==> src/rtl/cnn1d_pkg.sv <==
// Shared types and constant helpers for the 1-D CNN datapath blocks.
// No logic; imported by gavgunpool and its divider.
package cnn1d_pkg;

    typedef enum logic [1:0] {
        ST_IDLE = 2'd0,
        ST_DIV  = 2'd1,
        ST_EMIT = 2'd2
    } gu_state_t;

    function automatic int clog2(input int value);
        int r;
        r = 0;
        while ((1 << r) < value) begin
            r = r + 1;
        end
        return r;
    endfunction

endpackage

==> src/rtl/div.sv <==
// Unsigned divider, quotient registered PIPE_WIDTH cycles after num/den are presented.
// Free-running pipeline with no backpressure; divide by zero returns all ones.
module div #(
    parameter int DATA_WIDTH = 12,
    parameter int PIPE_WIDTH = 4
) (
    input  logic                  clk,
    input  logic                  rst,
    input  logic [DATA_WIDTH-1:0] num,
    input  logic [DATA_WIDTH-1:0] den,
    output logic [DATA_WIDTH-1:0] quo
);

    logic [DATA_WIDTH-1:0] pipe_d [PIPE_WIDTH];
    logic [DATA_WIDTH-1:0] pipe_q [PIPE_WIDTH];

    // The divide sits in front of the delay line so retiming can spread it across stages.
    always_comb begin
        for (int i = 0; i < PIPE_WIDTH; i++) begin
            pipe_d[i] = pipe_q[i];
        end
        pipe_d[0] = (den == '0) ? '1 : (num / den);
        for (int i = 1; i < PIPE_WIDTH; i++) begin
            pipe_d[i] = pipe_q[i-1];
        end
    end

    always_ff @(posedge clk or posedge rst) begin
        if (rst) begin
            for (int i = 0; i < PIPE_WIDTH; i++) begin
                pipe_q[i] <= '0;
            end
        end else begin
            for (int i = 0; i < PIPE_WIDTH; i++) begin
                pipe_q[i] <= pipe_d[i];
            end
        end
    end

    assign quo = pipe_q[PIPE_WIDTH-1];

endmodule

==> src/rtl/gavgunpool.sv <==
// Global-average unpool: one accepted sample becomes POOL_SIZE outputs (optionally divided by POOL_SIZE).
// First output 1 cycle (SCALE=0) or PIPE_WIDTH+1 cycles (SCALE=1) after accept; output holds under ready_out low.
module gavgunpool
    import cnn1d_pkg::*;
#(
    parameter int DATA_WIDTH = 12,
    parameter int POOL_SIZE  = 250,
    parameter int PIPE_WIDTH = 4,
    parameter int SCALE      = 1
) (
    input  logic                  clk,
    input  logic                  rst,
    output logic                  gavgunpool_ready_in,
    input  logic                  gavgunpool_valid_in,
    input  logic [DATA_WIDTH-1:0] gavgunpool_data_in,
    input  logic                  gavgunpool_ready_out,
    output logic                  gavgunpool_valid_out,
    output logic [DATA_WIDTH-1:0] gavgunpool_data_out,
    output logic                  gavgunpool_last_out
);

    localparam int CNT_W  = (clog2(POOL_SIZE) > 0) ? clog2(POOL_SIZE) : 1;
    localparam int DCNT_W = clog2(PIPE_WIDTH) + 1;
    localparam logic [CNT_W-1:0]  LAST_CNT = CNT_W'(POOL_SIZE - 1);
    localparam logic [DCNT_W-1:0] DIV_LAST = DCNT_W'(PIPE_WIDTH - 1);

    gu_state_t             state_q, state_d;
    logic [CNT_W-1:0]      cnt_q, cnt_d;
    logic [DCNT_W-1:0]     dcnt_q, dcnt_d;
    logic [DATA_WIDTH-1:0] hold_q, hold_d;
    logic [DATA_WIDTH-1:0] out_q, out_d;
    logic                  ready_q, ready_d;
    logic                  valid_q, valid_d;
    logic                  last_q, last_d;
    logic [DATA_WIDTH-1:0] quo;

    // The divider sees hold_d so its result lands exactly when DIV finishes.
    generate
        if (SCALE == 1) begin : g_div
            localparam logic [DATA_WIDTH-1:0] DENOM = DATA_WIDTH'(POOL_SIZE);
            div #(
                .DATA_WIDTH (DATA_WIDTH),
                .PIPE_WIDTH (PIPE_WIDTH)
            ) u_div (
                .clk (clk),
                .rst (rst),
                .num (hold_d),
                .den (DENOM),
                .quo (quo)
            );
        end else begin : g_nodiv
            assign quo = '0;
        end
    endgenerate

    always_comb begin
        state_d = state_q;
        cnt_d   = cnt_q;
        dcnt_d  = dcnt_q;
        hold_d  = hold_q;
        out_d   = out_q;
        case (state_q)
            ST_IDLE: begin
                if (gavgunpool_valid_in && ready_q) begin
                    hold_d = gavgunpool_data_in;
                    if (SCALE == 1) begin
                        state_d = ST_DIV;
                        dcnt_d  = '0;
                    end else begin
                        state_d = ST_EMIT;
                        out_d   = gavgunpool_data_in;
                    end
                end
            end
            ST_DIV: begin
                if (dcnt_q == DIV_LAST) begin
                    state_d = ST_EMIT;
                    out_d   = quo;
                    dcnt_d  = '0;
                end else begin
                    dcnt_d = dcnt_q + 1'b1;
                end
            end
            ST_EMIT: begin
                if (gavgunpool_ready_out) begin
                    if (cnt_q == LAST_CNT) begin
                        cnt_d   = '0;
                        state_d = ST_IDLE;
                    end else begin
                        cnt_d = cnt_q + 1'b1;
                    end
                end
            end
            default: state_d = ST_IDLE;
        endcase
        ready_d = (state_d == ST_IDLE);
        valid_d = (state_d == ST_EMIT);
        last_d  = (state_d == ST_EMIT) && (cnt_d == LAST_CNT);
    end

    always_ff @(posedge clk or posedge rst) begin
        if (rst) begin
            state_q <= ST_IDLE;
            cnt_q   <= '0;
            dcnt_q  <= '0;
            hold_q  <= '0;
            out_q   <= '0;
            ready_q <= 1'b0;
            valid_q <= 1'b0;
            last_q  <= 1'b0;
        end else begin
            state_q <= state_d;
            cnt_q   <= cnt_d;
            dcnt_q  <= dcnt_d;
            hold_q  <= hold_d;
            out_q   <= out_d;
            ready_q <= ready_d;
            valid_q <= valid_d;
            last_q  <= last_d;
        end
    end

    assign gavgunpool_ready_in  = ready_q;
    assign gavgunpool_valid_out = valid_q;
    assign gavgunpool_data_out  = out_q;
    assign gavgunpool_last_out  = last_q;

endmodule

==> config.mk <==
export PLATFORM = sky130hd
export DESIGN_NAME = gavgunpool
export DESIGN_NICKNAME = d
export VERILOG_FILES = /design/src/rtl/cnn1d_pkg.sv /design/src/rtl/div.sv /design/src/rtl/gavgunpool.sv
export SDC_FILE = /design/constraint.sdc
export NUM_CORES = 1
export LEC_CHECK = 0
export BUFFER_PORTS_ARGS = -buffer_cell sky130_fd_sc_hd__buf_4
export CORE_ASPECT_RATIO = 0.5
export CORE_UTILIZATION = 33
export CTS_CLUSTER_DIAMETER = 50
export DETAILED_ROUTE_END_ITERATION = 12
export PLACE_DENSITY = 0.46
export SETUP_SLACK_MARGIN = 0.15
export SLEW_MARGIN = 10
export SYNTH_ARGS = -nofsm -noshare
export SYNTH_HDL_FRONTEND = slang
export SYNTH_SLANG_ARGS = --single-unit
==> constraint.sdc <==
create_clock -name clk -period 3.34 [get_ports clk]
set_input_delay 0.334 -clock clk [delete_from_list [all_inputs] [get_ports clk]]
set_output_delay 0.334 -clock clk [all_outputs]
set_load 0.1 [all_outputs]
==> impl_metrics.json, run 1 <==
{
  "outcome": "finished, final reports clean",
  "fin_nets": 373,
  "yosys_warnings": 0,
  "fp.dieH_microns": 68.46,
  "skew_ns": 0.006809,
  "end_kind": "flip-flop",
  "antenna_found_initial": 0,
  "vias_per_cell": 5.221,
  "rows": 23,
  "r2r_end": "g_div.u_div.pipe_d[24]$_DFF_PP0_",
  "synthFlopType": "dfrtp_1",
  "startpoint_type": "flip-flop",
  "start_util_pct": 35.18,
  "n_fill_cell": 790,
  "cts.sinks": 52,
  "critPathLaunch": "state_q[0]$_DFF_PP0_",
  "r2r_cells": 13,
  "drv_cap": 0,
  "fin_tns_setup_ns": 0,
  "diodes": 0,
  "post-route-period-util_pct": 94.34,
  "worstSkewPairLatency_ns": 0.29,
  "clkTransAtPathRegs_ns": 0.08,
  "globalplace.congestion": 0.8840,
  "synth_cell_types": 68,
  "max-vdd-ir-drop_uv": 224.9,
  "drt_first_iter_violations": 146,
  "die_area_sq_mm": 0.009237,
  "num_vias": 2438,
  "port_buffers": 22,
  "worstSetupPathType": "reg2reg",
  "grt_max_degree": 29,
  "grt_overflow": 0,
  "setup_viol": 0,
  "arrival_ns": 3.31,
  "reg2reg_from": "state_q[0]$_DFF_PP0_",
  "place_hpwl_mm": 5.116,
  "ctsHoldBuffers": 0,
  "hold_path.class": "in2async",
  "first_pass_iters": 4,
  "cts_buffers": 5,
  "fmax_mhz": 317.4,
  "crit_end": "g_div.u_div.pipe_d[24]$_DFF_PP0_",
  "cts-root-buf": "clkbuf_16",
  "core_area_sq_mm": 0.008288,
  "async_flop_share_pct": 100.0,
  "required_ns": 3.50,
  "cts.htree.levels": 2,
  "fin_crit_ns": 3.151,
  "wl_per_cell_microns": 14.92,
  "remaining_drc_errors": 0,
  "routed_wl_mm": 6.967,
  "syn_area_sq_mm": 0.002915,
  "powerDensity_mw_per_mm2": 371.2,
  "r2r_slack_ns": 0.19,
  "utilization_pct": 44.52,
  "ioPinCount": 31,
  "cp_max_fo": 10,
  "grt_pass1_vias": 2354,
  "hold_violations": 0,
  "rsz0062_at_grt": "yes",
  "grtUsageTotal_pct": 16.41,
  "ys_ff_latch": 52,
  "grt_pass1_wl_mm": 11.66,
  "syn2layout_area_growth_pct": 26.57,
  "synth_edf_count": 0,
  "syn_area_per_cell_sq_um": 9.718,
  "synthCells": 300,
  "relSlewSlack_pct": 46.82,
  "drive_gt1_share_pct": 30.99,
  "worst_slew_pin_slew_ns": 0.7905,
  "drv_slew": 0,
  "leakagePower_uw": 0.001663,
  "cts_tree": "built",
  "die_w_microns": 134.9,
  "drtAntennaViolNets": 0,
  "clk_path_buf_depth": 2,
  "ys_seq_area_share_pct": 44.64
}
## final cells by class
| type | count | area, sq um | area share (%) |
|---|---|---|---|
| Clock buffer | 5 | 125.1 | 3.391 |
| Clock inverter | 3 | 25.02 | 0.6782 |
| Inverter | 12 | 45.04 | 1.221 |
| Multi-Input combinational cell | 229 | 1617 | 43.81 |
| Sequential cell | 52 | 1304 | 35.33 |
| Tap cell | 112 | 140.1 | 3.798 |
| Timing Repair Buffer | 54 | 434.2 | 11.77 |
## cell usage in the layout (no fill, tap or decap), types with 5 or more instances in the layout
| master | n |
|---|---|
| buf_4 | 51 |
| dfrtp_1 | 50 |
| nand2_1 | 41 |
| nor2_1 | 22 |
| nand3_1 | 14 |
| nor3_1 | 14 |
| inv_1 | 8 |
| a21oi_1 | 8 |
| o21ai_0 | 7 |
| conb_1 | 7 |
| a21o_1 | 6 |
| mux2_2 | 6 |
| o211ai_1 | 5 |
| nand4_1 | 5 |
| nor4_1 | 5 |
| clkbuf_16 | 5 |
## state kept, by name, summed over array words and instances (netlist names)
register	count
cnt_q	8
dcnt_q	3
g_div.u_div.pipe_d	15
g_div.u_div.quo	5
gavgunpool_data_out	5
gavgunpool_last_out	1
gavgunpool_ready_in	1
gavgunpool_valid_out	1
hold_q	11
state_q	2
## synthesized netlist by cell type (3+ instances only)
master | instances | area, sq um
nand3_1 | 14 | 70.07
a21oi_1 | 10 | 50.05
nand4_1 | 5 | 31.28
dfrtp_1 | 52 | 1301
inv_1 | 9 | 33.78
o21ai_0 | 8 | 40.04
nor3_1 | 15 | 75.07
and2_1 | 5 | 31.28
o211ai_1 | 5 | 37.54
clkbuf_1 | 4 | 15.01
a21o_1 | 6 | 45.04
mux2_2 | 6 | 67.56
nor2_1 | 24 | 90.09
buf_4 | 7 | 52.55
nand2_1 | 43 | 161.4
o2111a_1 | 3 | 33.78
ha_1 | 3 | 37.54
or2_2 | 3 | 18.77
nor4_1 | 6 | 37.54
and3_1 | 3 | 18.77
nand2b_1 | 3 | 18.77
a31oi_1 | 4 | 25.02
xnor2_1 | 4 | 35.03
o31ai_1 | 3 | 22.52
## worst max-delay path, cell delays in order (launching register included)
cell       delay, ns
dfrtp_1         0.41
and4bb_1        0.34
buf_12          0.16
nor3_4          0.05
a21oi_4         0.15
buf_12          0.15
nand4_1         0.14
a2111oi_4       0.43
o32ai_4         0.18
o2111a_1        0.30
nor3_4          0.25
o21ai_2         0.09
a211oi_2        0.22
o22ai_2         0.13
## layer usage
metal	track usage, %	up-vias	part of all wire [%]
met1	22.30	1170	50
li1	-	1194	-
met4	4.354	0	0.95
met2	27.19	67	44
met3	2.963	7	4.6
met5	0	-	0
## timing repair
item / CTS / global route
endpoints found under the hold margin: 0 / 0
setup endpoints to repair: 1 / 2
pin swaps: 6 / 12
resized for setup: 8 / 21
buffers inserted: 5 / 4
## worst min path at each step
stage / startpoint / cells past startpoint / slack [ns] / to
finish: rst / 2 / 0.10 / g_div.u_div.pipe_d[2]$_DFF_PP0_
detailed placement: g_div.u_div.pipe_d[27]$_DFF_PP0_ / 0 / 0.33 / g_div.u_div.pipe_d[15]$_DFF_PP0_
CTS: rst / 2 / 0.12 / g_div.u_div.pipe_d[2]$_DFF_PP0_
global route: rst / 2 / 0.16 / g_div.u_div.pipe_d[25]$_DFF_PP0_
global placement: g_div.u_div.pipe_d[1]$_DFF_PP0_ / 0 / 0.33 / g_div.u_div.quo[1]$_DFF_PP0_
floorplan: g_div.u_div.pipe_d[12]$_DFF_PP0_ / 0 / 0.33 / g_div.u_div.pipe_d[0]$_DFF_PP0_
## where the power goes
part	total (uW)	switching (uW)	leakage [uW]	internal [uW]
combinational	140	95.1	0.000913	44.4
clock	535	251	0.0000708	284
sequential	695	36.0	0.000679	659
## stage by stage
step	power, uW	cells	hold WS, ns	setup WS, ns	area, sq um
final	1369	467	0.1011	0.1891	3690
after global placement	844.6	450	0.3317	0.04274	3339
after detailed placement	846.8	450	0.3347	0.07530	3339
after floorplan	807.2	306	0.3312	0.1704	2940
after global routing	1436	467	0.1642	0.06410	3690
after CTS	1387	463	0.1223	0.1513	3585
## kinds of logic (layout without fill, tap and decap cells)
logic type / count (synthesis) / count (layout) / share of synthesized area [%]
xor+xnor: 6 / 6 / 1.803
compound gates: 68 / 68 / 18.71
fa+ha+maj: 3 / 3 / 1.288
simple gates: 135 / 135 / 24.55
buf+inv: 25 / 74 / 4.635
mux: 10 / 10 / 4.249
flops: 52 / 52 / 44.64
other cells: 1 / 7 / 0.1286
Note: power is estimated with default switching activity, not from simulation.
==> inputs of run 2 (changes only) <==
==> constraint.sdc (replaced) <==
create_clock -name clk -period 3.34 [get_ports clk]
set_input_delay 0.334 -clock clk [delete_from_list [all_inputs] [get_ports clk]]
set_output_delay 0.334 -clock clk [all_outputs]
set_load 0.005 [all_outputs]
==> run 2 against run 1 <==
Effect of this change:
- wire length rose by 2.3%
- cell area rose by 3.3%
- non-clock buffer count rose by 18
- count of clock-buffer cells in the layout did not move
- worst setup slack improved by 0.055 ns
- clock power rose by 1%
- final cell count rose by 3.9%
- utilization rose by 1.4 points
- largest power group unchanged
- via count rose by 2.5%
==> impl_metrics.json, run 2 (synthesis results as in run 1) <==
{
  "r2r_end": "g_div.u_div.pipe_d[24]$_DFF_PP0_",
  "rows": 23,
  "min_from": "gavgunpool_data_in[1]",
  "globalplace.congestion": 0.8585,
  "worstSetupPathType": "reg2reg",
  "syn2layout_area_growth_pct": 30.69,
  "drv_cap": 0,
  "path_cells": "and4bb_1, buf_12, nor3_4, a21oi_4, buf_6, nand3_1, nor4_2, buf_4, o32ai_4, o2111a_1, nor3_4, o21ai_2, a211oi_2, o22ai_2",
  "ioPinCount": 31,
  "drv_slew": 0,
  "grt_max_degree": 53,
  "critPathBufInv": 3,
  "final_area_sq_mm": 0.003810,
  "post-route-period-util_pct": 92.69,
  "leakagePower_uw": 0.001735,
  "cts.htree.levels": 2,
  "fmax_mhz": 323.0,
  "r2r_cells": 14,
  "fp.dieH_microns": 68.46,
  "grt_pass1_vias": 2315,
  "cpPeakStageDelay_ns": 0.41,
  "cp_max_fo": 11,
  "required_ns": 3.51,
  "fin_tns_setup_ns": 0,
  "die_area_sq_mm": 0.009237,
  "pwr-share-clk_pct": 40.2,
  "p_int_uw": 986.8,
  "rsz0062_at_grt": "yes",
  "start_util_pct": 35.18,
  "outcome": "finished, final reports clean",
  "seqPwrFrac_pct": 51.7,
  "grt_overflow": 0,
  "hold_depth": 3,
  "cpLargestDelayFamily": "simple AND/OR/NAND/NOR gates",
  "hold_path.class": "in2reg",
  "drive_gt1_share_pct": 33.24,
  "port_buffers": 22,
  "drt_first_iter_violations": 143,
  "end_kind": "flip-flop",
  "grt_pass1_wl_mm": 11.57,
  "relSlewSlack_pct": 27.30,
  "largest_reg_flops": 15,
  "grtUsageTotal_pct": 16.47,
  "powerDensity_mw_per_mm2": 353.8,
  "arrival_ns": 3.27,
  "fin_crit_ns": 3.096,
  "fin_nets": 391,
  "diodes": 0,
  "cts.sinks": 52,
  "worst_slew_pin_slew_ns": 1.089,
  "die_w_microns": 134.9,
  "remaining_drc_errors": 0,
  "max-vdd-ir-drop_uv": 243.4,
  "layout_commonest_cell": "buf_4",
  "skew_ns": 0.01035,
  "setup_viol": 0,
  "p_sw_uw": 361.2,
  "critPathSlowestCell": "dfrtp_1",
  "placed_cell_area_sq_mm": 0.003398,
  "crit_path_frequent_cell": "nor3_4",
  "hold_violations": 0,
  "first_pass_iters": 4,
  "sw_frac_of_total_pct": 26.80,
  "place_hpwl_mm": 5.106,
  "worstSkewPairLatency_ns": 0.30,
  "routed_wl_mm": 7.130,
  "drtAntennaViolNets": 0,
  "clk_path_buf_depth": 2,
  "cts_tree": "built",
  "reg2reg_from": "state_q[0]$_DFF_PP0_",
  "cts_buffers": 5,
  "antenna_found_initial": 0,
  "cts-root-buf": "clkbuf_16",
  "combPwrFrac_pct": 8.0,
  "vias_per_cell": 5.153,
  "core_area_sq_mm": 0.008288,
  "startpoint_type": "flip-flop",
  "num_vias": 2499,
  "hold_end": "hold_q[1]$_DFF_PP0_",
  "clkTransAtPathRegs_ns": 0.08,
  "final_cell_mix": "buf_4, dfrtp_1, nand2_1, nor2_1, nand3_1",
  "wl_per_cell_microns": 14.70,
  "r2r_slack_ns": 0.24
}
==> run 2: cell types whose count changed in the layout (fill, tap and decap cells not counted), sizes merged <==
| cell | delta |
|---|---|
| inv | -1 |
| clkinvlp | +1 |
| buf | +18 |
==> run 2: final cells by class <==
type	instances	area [sq um]
Clock buffer	5	125.1
Clock inverter	3	26.28
Fill cell	809	4478
Inverter	12	45.04
Multi-Input combinational cell	229	1614
Sequential cell	52	1303
Tap cell	112	140.1
Timing Repair Buffer	72	556.8
==> run 2: power by group through the flow <==
stage / Clock (uW) / Combinational (uW) / Sequential (uW)
2_1_floorplan: 0 / 76.1 / 698
3_3_place_gp: 0 / 106 / 706
3_5_place_dp: 0 / 109 / 709
4_1_cts: 564 / 109 / 696
5_1_grt: 590 / 124 / 705
6_report: 542 / 108 / 698
==> run 2: worst min-delay path, delay by kind of cell <==
family,cells,cell delay (ns)
simple gates,2,0.10
buf+inv,1,0.09
==> run 2: per-stage QoR <==
step | total power [uW] | cells | util [%] | setup WS, ns | hold WS (ns)
finish | 1348 | 485 | 45.97 | 0.2442 | 0.2748
global route | 1418 | 485 | 45.97 | 0.07008 | 0.2661
CTS | 1370 | 473 | 43.66 | 0.1521 | 0.2631
detailed placement | 817.7 | 458 | 41.00 | 0.04685 | 0.3347
global placement | 811.7 | 458 | 41.00 | 0.07556 | 0.3319
floorplan | 774.4 | 306 | - | 0.3491 | 0.3312
==> run 2: timing repair <==
| item | 4_1_cts | 5_1_grt |
|---|---|---|
| setup endpoints to repair | 1 | 2 |
| hold buffers | 0 | 0 |
| setup buffers | 7 | 12 |
| gates resized for setup | 2 | 25 |
| pin swaps | 1 | 15 |
==> run 2: how the worst max path moves through the flow <==
stage | start | to | slack (ns) | cells after the start
2_1_floorplan | hold_q[8]$_DFF_PP0_ | g_div.u_div.pipe_d[24]$_DFF_PP0_ | 0.35 | 11
3_3_place_gp | state_q[0]$_DFF_PP0_ | g_div.u_div.pipe_d[24]$_DFF_PP0_ | 0.08 | 13
3_5_place_dp | state_q[0]$_DFF_PP0_ | g_div.u_div.pipe_d[24]$_DFF_PP0_ | 0.05 | 13
4_1_cts | gavgunpool_ready_in$_DFF_PP0_ | g_div.u_div.pipe_d[24]$_DFF_PP0_ | 0.15 | 14
5_1_grt | state_q[0]$_DFF_PP0_ | g_div.u_div.pipe_d[24]$_DFF_PP0_ | 0.07 | 16
6_report | state_q[0]$_DFF_PP0_ | g_div.u_div.pipe_d[24]$_DFF_PP0_ | 0.24 | 14
==> run 2: per-layer routing <==
metal  GRT usage, %  routed length (microns)
met5              0                        0
met4          3.371                       27
met3          3.185                      339
met1          22.95                     3614
met2          26.80                     3149
==> inputs of run 3 (changes only) <==
--- a/config.mk
+++ b/config.mk
@@ -6,7 +6,6 @@
 export NUM_CORES = 1
 export LEC_CHECK = 0
 export BUFFER_PORTS_ARGS = -buffer_cell sky130_fd_sc_hd__buf_4
-export CORE_ASPECT_RATIO = 0.5
 export CORE_UTILIZATION = 33
 export CTS_CLUSTER_DIAMETER = 50
 export DETAILED_ROUTE_END_ITERATION = 12
==> constraint.sdc (replaced) <==
create_clock -name clk -period 3.14 [get_ports clk]
set_input_delay 0.314 -clock clk [delete_from_list [all_inputs] [get_ports clk]]
set_output_delay 0.314 -clock clk [all_outputs]
set_load 0.005 [all_outputs]
==> run 3 against run 2 <==
Effect of this change:
- via count is 0.76% higher
- sequential power rose by 5.7%
- fmax up 2.0%
- clock power is 28% lower
- first-iteration DRC count shrank 34%
- hold slack worse by 0.19 ns
- critical path type unchanged
- critical path depth decreased by 2
- highest routed layer unchanged
- flip-flop and latch count is the same
- final cell count is 1.6% higher
- combinational power is 5% higher
==> impl_metrics.json, run 3 (synthesis results as in run 1) <==
{
  "drt_first_iter_violations": 94,
  "fp.dieH_microns": 95.99,
  "utilization_pct": 46.44,
  "multi_input_area_sq_mm": 0.001629,
  "wl_per_cell_microns": 14.16,
  "drtAntennaViolNets": 0,
  "fin_crit_ns": 3.036,
  "final_cell_mix": "buf_4, dfrtp_1, nand2_1, nor2_1, nand3_1",
  "drv_cap": 0,
  "remaining_drc_errors": 0,
  "r2r_cells": 12,
  "die_area_sq_mm": 0.009214,
  "port_buffers": 22,
  "cts-root-buf": "clkbuf_8",
  "worstSetupPathType": "reg2reg",
  "die_w_microns": 95.99,
  "grtUsageMet3_pct": 2.133,
  "outcome": "finished, final reports clean",
  "grt_overflow": 0,
  "core_area_sq_mm": 0.008382,
  "rsz0062_at_grt": "yes",
  "grt_pass1_wl_mm": 11.67,
  "worst_slew_pin_slew_ns": 0.7361,
  "vias_per_cell": 5.108,
  "regArea_sq_mm": 0.001303,
  "antenna_found_initial": 0,
  "cts.sinks": 52,
  "power.total_uw": 1242,
  "diodes": 0,
  "cts_tree": "built",
  "grt_max_degree": 31,
  "clk_path_buf_depth": 2,
  "syn2layout_area_growth_pct": 33.52,
  "cp_max_fo": 7,
  "clkTransAtPathRegs_ns": 0.10,
  "grtUsageMet2_pct": 28.19,
  "cts_buffers": 5,
  "required_ns": 3.32,
  "ioPinCount": 31,
  "arrival_ns": 3.21,
  "fmax_mhz": 329.4,
  "hold_path.class": "in2async",
  "first_pass_iters": 4,
  "drv_slew": 0,
  "max-vdd-ir-drop_uv": 170.3,
  "routed_wl_mm": 6.979,
  "n_fill_cell": 827,
  "globalplace.congestion": 0.8145,
  "grtUsageTotal_pct": 16.26,
  "relSlewSlack_pct": 50.47,
  "largest_reg_flops": 15,
  "num_vias": 2518,
  "grt_pass1_vias": 2483,
  "drive_gt1_share_pct": 37.37,
  "r2r_slack_ns": 0.10,
  "post-route-period-util_pct": 96.68,
  "layout_commonest_cell": "buf_4",
  "skew_ns": 0.009959,
  "grt_use_met1_pct": 21.67,
  "cts.htree.levels": 2,
  "top_usage_layer": "met2",
  "start_util_pct": 34.78,
  "powerDensity_mw_per_mm2": 319.2,
  "setup_viol": 0,
  "startpoint_type": "flip-flop",
  "place_hpwl_mm": 5.143,
  "rows": 33,
  "worstSkewPairLatency_ns": 0.30,
  "leakagePower_uw": 0.001802,
  "end_kind": "flip-flop",
  "fin_nets": 406,
  "hold_violations": 0
}
-- run 3: changes by cell type in the layout (fill, tap and decap cells not counted), moves of 2 or more --
| cell | before | now |
|---|---|---|
| o21ai_0 | 7 | 5 |
| clkbuf_8 | 0 | 5 |
| buf_6 | 1 | 7 |
| a41oi_2 | 0 | 2 |
| a41oi_1 | 2 | 0 |
| clkbuf_16 | 5 | 0 |
| buf_4 | 70 | 79 |
-- run 3: timing repair --
item	CTS	global route
endpoints found under the hold margin	0	0
pin swaps	17	16
endpoints found under the setup margin	2	2
hold buffers	0	0
resized for setup	20	19
buffers inserted	17	2
-- run 3: through the flow --
step | instances | cell area (sq um) | hold slack (ns) | TNS, ns | worst slack (ns)
6_report | 493 | 3892 | 0.08266 | 0 | 0.1041
3_5_place_dp | 466 | 3511 | 0.3358 | -0.005237 | -0.005237
5_1_grt | 493 | 3892 | 0.1264 | -0.1324 | -0.1039
3_3_place_gp | 466 | 3511 | 0.3339 | 0 | 0.01406
4_1_cts | 491 | 3809 | 0.1057 | 0 | 0.1219
2_1_floorplan | 306 | 2947 | 0.3312 | 0 | 0.1858
-- run 3: area by class of cell --
type / count / share of cell area [%]
timing repair buffer: 87 / 17.78
inverter: 12 / 1.221
multi-input combinational: 229 / 41.85
clock buffer: 5 / 1.768
tap: 105 / 3.375
sequential: 52 / 33.46
clock inverter: 3 / 0.5464
-- run 3: routing by layer --
metal,vias to the layer above,wire length [microns]
met5,-,0
met4,0,47
met3,4,166
met2,27,3505
met1,1231,3259
li1,1256,-
-- run 3: critical path, cell delays in order, from the launching register on --
cell and delay [ns]:
dfrtp_1 0.39, nand3_2 0.13, or4b_4 0.52, a21oi_4 0.20, o211ai_4 0.16, nor3b_4 0.28, mux2i_4 0.34, buf_4 0.19
o31ai_1 0.10, nor3_2 0.21, a31oi_2 0.12, a41oi_2 0.16, o22ai_1 0.11
-- run 3: path summary, 6_finish.rpt --
kind	from	to
hold reg to reg	g_div.u_div.pipe_d[15]$_DFF_PP0_	g_div.u_div.pipe_d[3]$_DFF_PP0_
hold / removal	rst	gavgunpool_data_out[0]$_DFFE_PP0P_
min in group clk	gavgunpool_data_in[1]	hold_q[1]$_DFF_PP0_
setup reg to reg	hold_q[9]$_DFF_PP0_	g_div.u_div.pipe_d[24]$_DFF_PP0_
max in group asynchronous	rst	hold_q[5]$_DFF_PP0_
setup / recovery	hold_q[9]$_DFF_PP0_	g_div.u_div.pipe_d[24]$_DFF_PP0_
-- run 3: power by group --
part / switching [uW] / total [uW] / internal (uW)
clock network: 232 / 391 / 159
logic: 65.8 / 113 / 47.7
registers: 37.4 / 738 / 701
